### config.mk
export PLATFORM = sky130hd
export DESIGN_NAME = serial_sub_16b_flat
export DESIGN_NICKNAME = d
export VERILOG_FILES = /design/src/rtl/serial_sub_16b_if.sv /design/src/rtl/serial_sub_16b.sv /design/src/flat_wrapper.sv
export SDC_FILE = /design/constraint.sdc
export NUM_CORES = 1
export LEC_CHECK = 0
export ABC_AREA = 1
export ABC_CLOCK_PERIOD_IN_PS = 4600
export BUFFER_PORTS_ARGS = -buffer_cell sky130_fd_sc_hd__buf_2
export CORE_ASPECT_RATIO = 0.9
export CORE_MARGIN = 2
export CORE_UTILIZATION = 44
export CTS_CLUSTER_DIAMETER = 40
export CTS_CLUSTER_SIZE = 20
export DETAILED_ROUTE_END_ITERATION = 8
export HOLD_SLACK_MARGIN = 0.06
export PLACE_DENSITY_LB_ADDON = 0.12
export SLEW_MARGIN = 25
export SYNTH_ARGS = -nofsm -noshare
export SYNTH_HDL_FRONTEND = slang
export SYNTH_SLANG_ARGS = --single-unit
### constraint.sdc
create_clock -name clk -period 4.6 [get_ports clk]
set_clock_uncertainty 0.05 [all_clocks]
set_input_delay 0.46 -clock clk [delete_from_list [all_inputs] [get_ports clk]]
set_output_delay 0.46 -clock clk [all_outputs]
set_load 0.1 [all_outputs]
### src/rtl/serial_sub_16b_if.sv
// Operand/result handshake bundle for the bit-serial 16-bit subtractor.
// The master drives operands and out_ready. The slave returns in_ready, the result and the flags.
interface serial_sub_16b_if;
  logic        in_valid;
  logic        in_ready;
  logic [15:0] A;
  logic [15:0] B;
  logic        Bin;
  logic        out_valid;
  logic        out_ready;
  logic [15:0] Diff;
  logic        Bout;
  logic        Z;
  logic        N;
  logic        V;

  modport master (
    output in_valid, A, B, Bin, out_ready,
    input  in_ready, out_valid, Diff, Bout, Z, N, V
  );

  modport slave (
    input  in_valid, A, B, Bin, out_ready,
    output in_ready, out_valid, Diff, Bout, Z, N, V
  );
endinterface

### src/rtl/serial_sub_16b.sv
// Bit-serial A - B - Bin, LSB first. Latency is 16 cycles from accept to out_valid.
// A result is held in DONE until out_ready is seen. No new operand is taken until that handshake completes.
module serial_sub_16b (
  input  logic             clk,
  input  logic             rst_n,
  serial_sub_16b_if.slave  bus
);

  typedef enum logic [1:0] {
    IDLE = 2'd0,
    CALC = 2'd1,
    DONE = 2'd2
  } state_t;

  typedef struct packed {
    logic [15:0] diff;
    logic        bout;
    logic        z;
    logic        n;
    logic        v;
  } res_t;

  state_t      state;
  state_t      state_nxt;

  logic [15:0] a_reg;
  logic [15:0] b_reg;
  logic [15:0] sh_reg;
  logic        br;
  logic [3:0]  cnt;

  logic        accept;
  logic        step;
  logic        last;

  logic        a_bit;
  logic        b_bit;
  logic        d_bit;
  logic        br_nxt;

  res_t        res_d;
  res_t        res_q;

  // State register
  always_ff @(posedge clk or negedge rst_n) begin
    if (!rst_n) begin
      state <= IDLE;
    end else begin
      state <= state_nxt;
    end
  end

  // Next-state logic
  always_comb begin
    state_nxt = state;
    case (state)
      IDLE:    if (bus.in_valid)  state_nxt = CALC;
      CALC:    if (cnt == 4'd15)  state_nxt = DONE;
      DONE:    if (bus.out_ready) state_nxt = IDLE;
      default:                    state_nxt = IDLE;
    endcase
  end

  // Output and control decode
  always_comb begin
    bus.in_ready  = 1'b0;
    bus.out_valid = 1'b0;
    accept        = 1'b0;
    step          = 1'b0;
    last          = 1'b0;
    case (state)
      IDLE: begin
        bus.in_ready = 1'b1;
        accept       = bus.in_valid;
      end
      CALC: begin
        step = 1'b1;
        last = (cnt == 4'd15);
      end
      DONE: begin
        bus.out_valid = 1'b1;
      end
      default: ;
    endcase
  end

  // One-bit full subtractor on the bit selected by the counter
  always_comb begin
    a_bit  = a_reg[cnt];
    b_bit  = b_reg[cnt];
    d_bit  = a_bit ^ b_bit ^ br;
    br_nxt = (~a_bit & b_bit) | (~(a_bit ^ b_bit) & br);
  end

  always_comb begin
    res_d.diff = {d_bit, sh_reg[15:1]};
    res_d.bout = br_nxt;
    res_d.z    = ({d_bit, sh_reg[15:1]} == 16'h0000);
    res_d.n    = d_bit;
    res_d.v    = (a_reg[15] != b_reg[15]) && (d_bit != a_reg[15]);
  end

  // Operands stay unshifted so the sign bits remain available for V on the last step
  always_ff @(posedge clk or negedge rst_n) begin
    if (!rst_n) begin
      a_reg  <= 16'h0000;
      b_reg  <= 16'h0000;
      sh_reg <= 16'h0000;
      br     <= 1'b0;
      cnt    <= 4'd0;
    end else if (accept) begin
      a_reg <= bus.A;
      b_reg <= bus.B;
      br    <= bus.Bin;
      cnt   <= 4'd0;
    end else if (step) begin
      sh_reg <= {d_bit, sh_reg[15:1]};
      br     <= br_nxt;
      if (!last) begin
        cnt <= cnt + 4'd1;
      end
    end
  end

  // Result register only loads on the final step, so it holds through IDLE and CALC
  always_ff @(posedge clk or negedge rst_n) begin
    if (!rst_n) begin
      res_q <= '0;
    end else if (last) begin
      res_q <= res_d;
    end
  end

  assign bus.Diff = res_q.diff;
  assign bus.Bout = res_q.bout;
  assign bus.Z    = res_q.z;
  assign bus.N    = res_q.n;
  assign bus.V    = res_q.v;

endmodule

### src/flat_wrapper.sv
// flat-port wrapper written by rule: the top's interface ports become plain ports
module serial_sub_16b_flat 
  (clk, rst_n, bus_in_valid, bus_A, bus_B, bus_Bin, bus_out_ready, bus_in_ready, bus_out_valid, bus_Diff, bus_Bout, bus_Z, bus_N, bus_V);
  serial_sub_16b_if bus_i ();
  input  logic clk;
  input  logic rst_n;
  input wire logic [$bits(bus_i.in_valid)-1:0] bus_in_valid;
  input wire logic [$bits(bus_i.A)-1:0] bus_A;
  input wire logic [$bits(bus_i.B)-1:0] bus_B;
  input wire logic [$bits(bus_i.Bin)-1:0] bus_Bin;
  input wire logic [$bits(bus_i.out_ready)-1:0] bus_out_ready;
  output wire logic [$bits(bus_i.in_ready)-1:0] bus_in_ready;
  output wire logic [$bits(bus_i.out_valid)-1:0] bus_out_valid;
  output wire logic [$bits(bus_i.Diff)-1:0] bus_Diff;
  output wire logic [$bits(bus_i.Bout)-1:0] bus_Bout;
  output wire logic [$bits(bus_i.Z)-1:0] bus_Z;
  output wire logic [$bits(bus_i.N)-1:0] bus_N;
  output wire logic [$bits(bus_i.V)-1:0] bus_V;
  assign bus_i.in_valid = bus_in_valid;
  assign bus_i.A = bus_A;
  assign bus_i.B = bus_B;
  assign bus_i.Bin = bus_Bin;
  assign bus_i.out_ready = bus_out_ready;
  assign bus_in_ready = bus_i.in_ready;
  assign bus_out_valid = bus_i.out_valid;
  assign bus_Diff = bus_i.Diff;
  assign bus_Bout = bus_i.Bout;
  assign bus_Z = bus_i.Z;
  assign bus_N = bus_i.N;
  assign bus_V = bus_i.V;
  serial_sub_16b u_core (.clk(clk), .rst_n(rst_n), .bus(bus_i));
endmodule
==> reports/qor.yml, run 1 <==
run:
  maxCapViolCount: 0
grt:
  grt_max_degree: 49
  grt_usage_pct: 18.15
  grt_pass1_vias: 2499
  overflow: 0
  antenna_found_initial: 0
  grt_first_pass_wirelength_um: 11540
critical_path:
  r2r-start: "u_core.cnt[0]"
  end_kind: "register"
  worstRegToRegCells: 11
  critical_path_required_ps: 4830
  crit_fanout: 25
  rrSetupSlack_ps: 2030
  critical_path_arrival_ps: 2800
  critical_path_class: "reg2reg"
  r2r_end: "u_core.bus.Z"
  startpoint_type: "register"
pwr:
  p_per_area_nw_per_um2: 809.4
  clkPwrFrac_pct: 17.8
  seqPwrFrac_pct: 35.7
  switchingPower_mw: 1.498
  power.internal_mw: 1.607
  ir_worst_vdd_mv: 0.3858
  pwr-share-comb_pct: 46.5
  p_leak_nw: 2.011
  swShare_pct: 48.23
timing:
  setup_violations: 0
  worst_slack_ps: 2032
  slew_viol_final: 0
  worst-slew-pin-transition_ps: 728.0
  holdWs_ps: 66.32
  final_hold_viol_count: 0
  finalSetupTns_ps: 0
  min_period_ps: 2568
  rsz0062_at_grt: "false"
  fmax_mhz: 389.4
  slew_headroom_pct: 51.47
  period_share_pct: 55.82
worst_hold_path:
  min_path_type: "in2async"
clock_tree:
  root_buffer: "clkbuf_8"
  hold_buffers: 0
  cts_buffers: 9
  clk_latency_ps: 330
  cts.clk_slew.worst_paths_ps: 80
  cts-resized-gates: 0
  cts_buffer_depth: 2
  clock_sinks: 73
  cts_tree: "built"
  cts-htree-levels: 3
  cts_setup_buffers: 0
run_status:
  outcome: "completed"
synthesis:
  synth_cell_type_count: 25
  synth.area.top_cells: "dfrtp_1 55%, nand2_1 16%, o21ai_0 5.4%, o21ai_2 4.5%, inv_1 4.3%"
  yosys_warnings: 0
  yosysTopAreaCellShare_pct: 54.83
  yosys.area.top_type: "dfrtp_1"
  syn-mean-instance-area_sq_um: 8.414
  syn_area_sq_um: 3332
  syn_nets: 435
  yosysSeqAreaShare_pct: 54.83
  ys_seq_elements: 73
  netlist_instances: 396
final_layout:
  multiInputGateArea_sq_um: 1210
  finish.utilization_pct: 51.62
  area_growth_pct: 15.13
  fin_nets: 486
  final_layout_size_suffix_gt1_share_pct: 22.12
  fill_cells: 762
  final_cells: 548
  regArea_sq_um: 1827
  layout_commonest_cell: "nand2_1"
  antenna_cells: 0
  most-common-layout-cells: "141 x nand2_1, 73 x dfrtp_1, 57 x buf_2"
floorplan:
  row_count: 30
  start_util_pct: 44.83
  die_area_sq_um: 8285
  ios: 59
  core_area_sq_um: 7432
  die_x_um: 95.73
  die_y_um: 86.56
placed_design:
  dp_hpwl_um: 4653
  gp_congestion: 0.8500
  pre_cts_ws_ps: 2042
  portBuffers: 58
  placedCellCount: 532
route:
  ant_nets: 0
  drc: 0
  drt_first_pass_iters: 4
  via_count: 2582
  via_per_inst: 4.712
  initialDrtViolationCount: 106
  post_drt_wl_per_cell_um: 12.18
  wl_um: 6672
## cell usage after synthesis (all sizes together)
master / n
nand3: 14
buf: 15
nand2: 143
clkbuf: 4
dfrtp: 73
nor2: 36
a21oi: 1
nor3: 2
a31oi: 1
inv: 42
fa: 1
o21ai: 57
ha: 1
o31ai: 2
nand4: 4
## area by class of cell
type | instances | share of cell area, %
timing repair buffer | 59 | 7.828
sequential | 73 | 47.62
multi-input combinational | 262 | 31.54
clock buffer | 12 | 3.783
tap | 96 | 3.131
inverter | 42 | 4.110
clock inverter | 4 | 1.990
## worst max-delay path, stage by stage, from the launching register on
cell and delay (ps):
dfrtp_1 820, inv_2 230, o21ai_0 230, nand3_1 90, nand3_1 90, nand2_1 70
fa_1 470, inv_1 130, nand4_1 100, nor2_1 100, nand3_1 70, nand2_1 60
## logic make-up (layout without fill, tap and decap cells)
kind of cell | Yosys count | in the layout | synth area share [%]
AND/OR/NAND/NOR | 199 | 199 | 24.07
adder cells (fa/ha/maj) | 2 | 2 | 0.9763
buffers and inverters | 61 | 117 | 8.862
AO/OA/AOI/OAI | 61 | 61 | 11.27
flip-flops | 73 | 73 | 54.83
## worst max-delay path by stage
| stage | from | endpoint | slack, ps | depth (start not counted) |
|---|---|---|---|---|
| 5_1_grt | u_core.cnt[0] | u_core.bus.Z | 1750 | 11 |
| 3_3_place_gp | u_core.cnt[0] | u_core.bus.Z | 2140 | 11 |
| 3_5_place_dp | u_core.cnt[0] | u_core.bus.Z | 2040 | 11 |
| 4_1_cts | u_core.cnt[0] | u_core.bus.Z | 2020 | 11 |
| 6_report | u_core.cnt[0] | u_core.bus.Z | 2030 | 11 |
| 2_1_floorplan | u_core.state[0] | bus_out_valid | 2410 | 1 |
## power groups by stage
stage          logic, mW  registers, mW  clock network, mW
2_1_floorplan      0.862           1.45                  0
3_3_place_gp        1.44           1.11                  0
3_5_place_dp        1.46           1.12                  0
4_1_cts             1.47           1.11              0.570
5_1_grt             1.63           1.15              0.595
6_report            1.44           1.11              0.552
## routing by layer
metal	GRT usage (%)	routed length, um
met1	26.98	3455
met2	25.94	2814
met3	3.652	332
met4	7.403	71
met5	0	0
## through the flow
step           area (sq um)  power, mW
3_3_place_gp           3612      2.550
5_1_grt                3836      3.374
4_1_cts                3836      3.146
2_1_floorplan          3332      2.316
3_5_place_dp           3615      2.579
6_report               3836      3.105
(Power assumes the default switching activity.)
==> inputs of run 2 (changes only) <==
--- a/config.mk
+++ b/config.mk
@@ -5,8 +5,8 @@
 export SDC_FILE = /design/constraint.sdc
 export NUM_CORES = 1
 export LEC_CHECK = 0
-export ABC_AREA = 1
-export ABC_CLOCK_PERIOD_IN_PS = 4600
+export ABC_AREA = 0
+export ABC_CLOCK_PERIOD_IN_PS = 2400
 export BUFFER_PORTS_ARGS = -buffer_cell sky130_fd_sc_hd__buf_2
 export CORE_ASPECT_RATIO = 0.9
 export CORE_MARGIN = 2
==> constraint.sdc (replaced) <==
create_clock -name clk -period 2.4 [get_ports clk]
set_clock_uncertainty 0.05 [all_clocks]
set_input_delay 0.24 -clock clk [delete_from_list [all_inputs] [get_ports clk]]
set_output_delay 0.24 -clock clk [all_outputs]
set_load 0.1 [all_outputs]
==> run 2 against run 1 <==
  * The run now ends with setup timing left
  * Hold slack better by 7.4 ps
  * Clock power rose by 140%
  * Fmax increased by 5.2%
  * Flip-flop and latch count unchanged
  * Synthesized area shrank 3.6%
  * Wire length fell by 8.6%
  * Power increased by 120%
  * Sequential power rose by 100%
  * Setup slack worse by 2100 ps
  * Highest routed layer unchanged
==> reports/qor.yml, run 2 <==
timing:
  slew_viol_final: 0
  min_period_ps: 2442
  worst-slew-pin-transition_ps: 488.2
  rsz0062_at_grt: "true"
  setup_violations: 3
  final_hold_viol_count: 0
  period_share_pct: 101.7
  slew_headroom_pct: 67.68
  fmax_mhz: 409.5
  worst_slack_ps: -41.76
grt:
  antenna_found_initial: 0
  grt_usage_pct: 16.86
  grt_first_pass_wirelength_um: 10280
  overflow: 0
  grt_max_degree: 74
  grt_pass1_vias: 2048
route:
  via_count: 2077
  wl_met2_um: 2621
  drt_first_pass_iters: 6
  post_drt_wl_per_cell_um: 14.77
  ant_nets: 0
  initialDrtViolationCount: 102
  highest_layer: "met4"
  via_per_inst: 5.029
  wl_met3_um: 301
  route.layer.met1.wl_um: 3115
  drc: 0
  wl_um: 6098
final_layout:
  finish.utilization_pct: 56.99
  regArea_sq_um: 1827
  layout_commonest_cell: "dfrtp_1"
  area_growth_pct: 25.56
  design_area_sq_um: 4033
  most-common-layout-cells: "73 x dfrtp_1, 58 x buf_2, 49 x nand2_1"
  fill_cells: 607
  fin_nets: 354
  final_layout_size_suffix_gt1_share_pct: 48.44
  antenna_cells: 0
  multiInputGateArea_sq_um: 1314
critical_path:
  startpoint_type: "register"
  rrSetupSlack_ps: -40
  critical_path_required_ps: 2580
  worstRegToRegCells: 8
  crit_fanout: 5
  endpoint: "u_core.bus.N"
  critical_path_class: "reg2reg"
  r2r-start: "u_core.cnt[0]"
  end_kind: "register"
  critical_path_arrival_ps: 2630
  r2r_end: "u_core.bus.N"
  cp-startpoint: "u_core.cnt[0]"
clock_tree:
  cts-htree-levels: 3
  cts.clk_slew.worst_paths_ps: 70
  root_buffer: "clkbuf_8"
  clk_latency_ps: 340
  cts_buffer_depth: 2
  cts_tree: "built"
  cts_buffers: 9
  clock_sinks: 73
synthesis:
  yosysTopAreaCellShare_pct: 56.88
  synth_edf_count: 0
  synth_cell_type_count: 32
  yosysMostFrequentCell: "dfrtp_1"
  synth.area.top_cells: "dfrtp_1 57%, mux2_2 12%, mux2_4 7.9%, nand2_1 5.8%, mux4_2 5.6%"
  yosysSeqAreaShare_pct: 56.88
  syn_nets: 279
  async_flop_share_pct: 100.0
  netlist_instances: 240
  syn_area_sq_um: 3212
  yosys_warnings: 0
  synthTopCellsByCount: "73 x dfrtp_1, 50 x nand2_1, 34 x mux2_2, 17 x mux2_4, 8 x mux4_2"
  syn-mean-instance-area_sq_um: 13.38
  ys_seq_elements: 73
  yosys.area.top_type: "dfrtp_1"
  synth_top_flop_cell: "dfrtp_1"
placed_design:
  portBuffers: 58
  postPlaceCellArea_sq_um: 3626
  pre_cts_ws_ps: -150.2
  gp_congestion: 0.7593
  dp_hpwl_um: 4038
worst_hold_path:
  min_path_type: "in2reg"
pwr:
  p_leak_nw: 2.002
  p_per_area_nw_per_um2: 1667
  finalPower_mw: 6.723
  ir_worst_vdd_mv: 0.8557
floorplan:
  die_y_um: 85.06
  row_count: 29
  die_x_um: 94.06
  core_area_sq_um: 7076
  start_util_pct: 45.39
  ios: 59
  die_area_sq_um: 8000
run:
  maxCapViolCount: 0
run_status:
  violations: "setup timing"
  outcome: "finished, violations left"
run 2: cells by family after synthesis:
| logic type | count (synthesis) | share of synthesized area [%] |
|---|---|---|
| AND/OR/NAND/NOR | 73 | 10.29 |
| flip-flops | 73 | 56.88 |
| multiplexers | 60 | 25.79 |
| buffers and inverters | 18 | 3.350 |
| AO/OA/AOI/OAI | 13 | 2.415 |
| adder cells (fa/ha/maj) | 2 | 1.013 |
| XOR/XNOR | 1 | 0.2727 |
run 2: worst min path at each step:
stage | depth (start not counted) | from | slack [ps] | end
after CTS | 2 | bus_B[11] | 60 | u_core.b_reg[11]
final | 2 | bus_B[6] | 70 | u_core.b_reg[6]
after global routing | 2 | bus_A[15] | 60 | u_core.a_reg[15]
after detailed placement | 2 | rst_n | 250 | u_core.a_reg[4]
after floorplan | 0 | rst_n | -110 | u_core.a_reg[0]
after global placement | 2 | rst_n | 250 | u_core.a_reg[5]
run 2: worst max-delay path, stage by stage (launching register included):
cell and delay [ps]:
dfrtp_1 390, buf_6 140, buf_6 110, mux4_2 490
nand2_2 90, and3_4 190, fa_2 460, buf_4 160
mux2_4 250
run 2: layout make-up:
type | count | share of cell area, %
repair buffers | 78 | 12.01
flip-flops and latches | 73 | 45.30
inverters | 4 | 0.3723
multi-input cells | 149 | 32.58
clock inverters | 5 | 3.103
well taps | 93 | 2.886
clock buffers | 11 | 3.754
run 2: metrics by stage:
stage                     setup TNS (ps)  hold slack, ps  std cells
after floorplan                        0          -105.6        240
after global placement            -44.01           253.8        388
after detailed placement          -241.5           253.8        388
after CTS                         -113.1           60.37        411
after global routing              -367.7           60.37        413
final                             -112.0           73.74        413
run 2: layer usage:
layer / vias to the layer above / global-route usage [%]
met4: 0 / 5.138
li1: 988 / -
met2: 45 / 23.44
met5: - / 0
met3: 7 / 5.684
met1: 1037 / 25.16
run 2: power breakdown:
group	internal, mW	total, mW	switching (mW)
Clock	0.851	1.30	0.445
Sequential	1.80	2.23	0.431
Combinational	1.33	3.20	1.86
run 2: repair_timing:
item,in CTS,in global routing
hold buffers,6,2
buffers inserted,1,0
pin swaps,7,4
endpoints found under the setup margin,2,4
hold endpoints to repair,78,2
resized for setup,8,3
==> inputs of run 3 (changes only) <==
--- a/config.mk
+++ b/config.mk
@@ -8,7 +8,9 @@
 export ABC_AREA = 0
 export ABC_CLOCK_PERIOD_IN_PS = 2400
 export BUFFER_PORTS_ARGS = -buffer_cell sky130_fd_sc_hd__buf_2
-export CORE_ASPECT_RATIO = 0.9
+export CELL_PAD_IN_SITES_DETAIL_PLACEMENT = 0
+export CELL_PAD_IN_SITES_GLOBAL_PLACEMENT = 1
+export CORE_ASPECT_RATIO = 2
 export CORE_MARGIN = 2
 export CORE_UTILIZATION = 44
 export CTS_CLUSTER_DIAMETER = 40
@@ -16,7 +18,7 @@
 export DETAILED_ROUTE_END_ITERATION = 8
 export HOLD_SLACK_MARGIN = 0.06
 export PLACE_DENSITY_LB_ADDON = 0.12
-export SLEW_MARGIN = 25
+export SLEW_MARGIN = 20
 export SYNTH_ARGS = -nofsm -noshare
 export SYNTH_HDL_FRONTEND = slang
 export SYNTH_SLANG_ARGS = --single-unit
==> run 3 against run 2 <==
  * The flow still finishes with violations (setup timing)
  * Flip-flop and latch count stayed put
  * Count of clock-buffer cells in the layout increased by 3
  * Sequential power about the same
  * Global-route usage increased by 0.17 points
  * Combinational power hardly changed
  * Core utilization down 1.6 points
  * Hold slack improved by 14 ps
  * Power fell by 1.7%
  * Cell area is 1.6% lower
  * Fmax is 0.65% lower
  * Non-clock buffer count fell by 6
  * Critical endpoint is now u_core.bus.V
==> reports/qor.yml, run 3 (same netlist as run 2, synthesis figures left out) <==
pwr:
  p_per_area_nw_per_um2: 1666
  seqPwrFrac_pct: 33.5
  swShare_pct: 41.33
  finalPower_mw: 6.611
  power.internal_mw: 3.879
  ir_worst_vdd_mv: 0.9638
  switchingPower_mw: 2.732
  p_leak_nw: 1.971
  pwr-share-comb_pct: 48.0
  clkPwrFrac_pct: 18.5
final_layout:
  fill_cells: 638
  layout_commonest_cell: "dfrtp_1"
  final_cells: 406
  most-common-layout-cells: "73 x dfrtp_1, 58 x buf_2, 50 x nand2_1"
  fin_nets: 348
  area_growth_pct: 23.53
  antenna_cells: 0
  final_layout_size_suffix_gt1_share_pct: 47.77
grt:
  grt_first_pass_wirelength_um: 10360
  gr-usage-met1_pct: 22.67
  antenna_found_initial: 0
  met2_usage_pct: 25.74
  grt_max_degree: 49
  busiest_layer: "met2"
  grt_usage_pct: 17.03
  overflow: 0
  grt_util_met3_pct: 4.697
  grt_pass1_vias: 2045
clock_tree:
  clock_sinks: 73
  cts.clk_slew.worst_paths_ps: 50
  cts_buffer_depth: 2
  root_buffer: "clkbuf_16"
  cts-htree-levels: 3
  cts_buffers: 9
  cts_tree: "built"
  clk_latency_ps: 330
placed_design:
  pre_cts_ws_ps: -146.4
  gp_congestion: 0.7577
  placedCellCount: 387
  portBuffers: 58
  dp_hpwl_um: 4196
timing:
  worst-slew-pin-transition_ps: 616.6
  setup_violations: 3
  min_period_ps: 2458
  final_hold_viol_count: 0
  rsz0062_at_grt: "true"
  period_share_pct: 102.4
  fmax_mhz: 406.9
  slew_viol_final: 0
  worst_slack_ps: -57.62
  slew_headroom_pct: 58.89
  finalSetupTns_ps: -112.4
  holdWs_ps: 87.94
route:
  initialDrtViolationCount: 92
  post_drt_wl_per_cell_um: 15.10
  via_count: 2030
  drt_first_pass_iters: 4
  via_per_inst: 5.000
  wl_um: 6129
  drc: 0
  ant_nets: 0
floorplan:
  row_count: 44
  start_util_pct: 44.88
  die_x_um: 64.42
  ios: 59
  die_y_um: 124.8
  core_area_sq_um: 7157
  die_area_sq_um: 8041
run_status:
  violations: "setup timing"
  outcome: "finished, violations left"
critical_path:
  end_kind: "register"
  critical_path_arrival_ps: 2620
  crit_fanout: 4
  startpoint_type: "register"
  critical_path_required_ps: 2570
  critical_path_class: "reg2reg"
run:
  maxCapViolCount: 0
worst_hold_path:
  min_path_type: "in2reg"
run 3: power groups by stage:
stage	Combinational [mW]	Clock, mW	Sequential, mW
floorplan	1.71	0	2.90
global placement	3.04	0	2.24
detailed placement	3.10	0	2.24
CTS	3.19	1.26	2.23
global route	3.40	1.30	2.30
finish	3.17	1.23	2.21
run 3: path summary, 6_finish.rpt:
| kind | start | end | slack [ps] | cells after the start |
|---|---|---|---|---|
| setup / recovery | u_core.cnt[0] | u_core.bus.V | -60 | 7 |
| hold / removal | bus_B[13] | u_core.b_reg[13] | 90 | 2 |
| setup reg to reg | u_core.cnt[0] | u_core.bus.V | -60 | 7 |
| hold reg to reg | u_core.b_reg[14] | u_core.b_reg[14] | 450 | 1 |
| max in group asynchronous | rst_n | u_core.bus.Diff[6] | 1220 | 3 |
| min in group asynchronous | rst_n | u_core.b_reg[2] | 410 | 2 |
run 3: cell type report:
class,instances,area (sq um),area share (%)
clock buffers,14,264.0,6.654
clock inverters,2,12.51,0.3154
inverters,4,15.01,0.3784
multi-input cells,149,1305,32.89
flip-flops and latches,73,1827,46.04
well taps,92,115.1,2.901
repair buffers,72,429.2,10.82
run 3: stage by stage:
stage / cell area (sq um) / utilization, %
3_3_place_gp: 3637 / 50.82
5_1_grt: 3968 / 55.44
6_report: 3968 / 55.44
4_1_cts: 3951 / 55.21
3_5_place_dp: 3637 / 50.82
2_1_floorplan: 3212 / -
run 3: metal layers:
layer / share of wire [%] / wire length, um
met4: 2.2 / 132
met3: 4.4 / 269
met5: 0 / 0
met1: 46 / 2800
met2: 48 / 2926
run 3: what timing repair did:
| action | CTS | global route |
|---|---|---|
| endpoints found under the setup margin | 3 | 3 |
| hold buffers | 2 | 0 |
| endpoints found under the hold margin | 26 | 0 |
| pin swaps | 5 | 3 |
| gates resized for setup | 4 | 3 |
| setup buffers | 0 | 1 |
run 3: worst max-delay path, stage by stage, from the launching register on:
cell     delay, ps
dfrtp_1        380
buf_12         130
mux4_2         510
a22oi_2        210
nand3_2        100
fa_2           590
o22ai_1        100
mux2_4         270
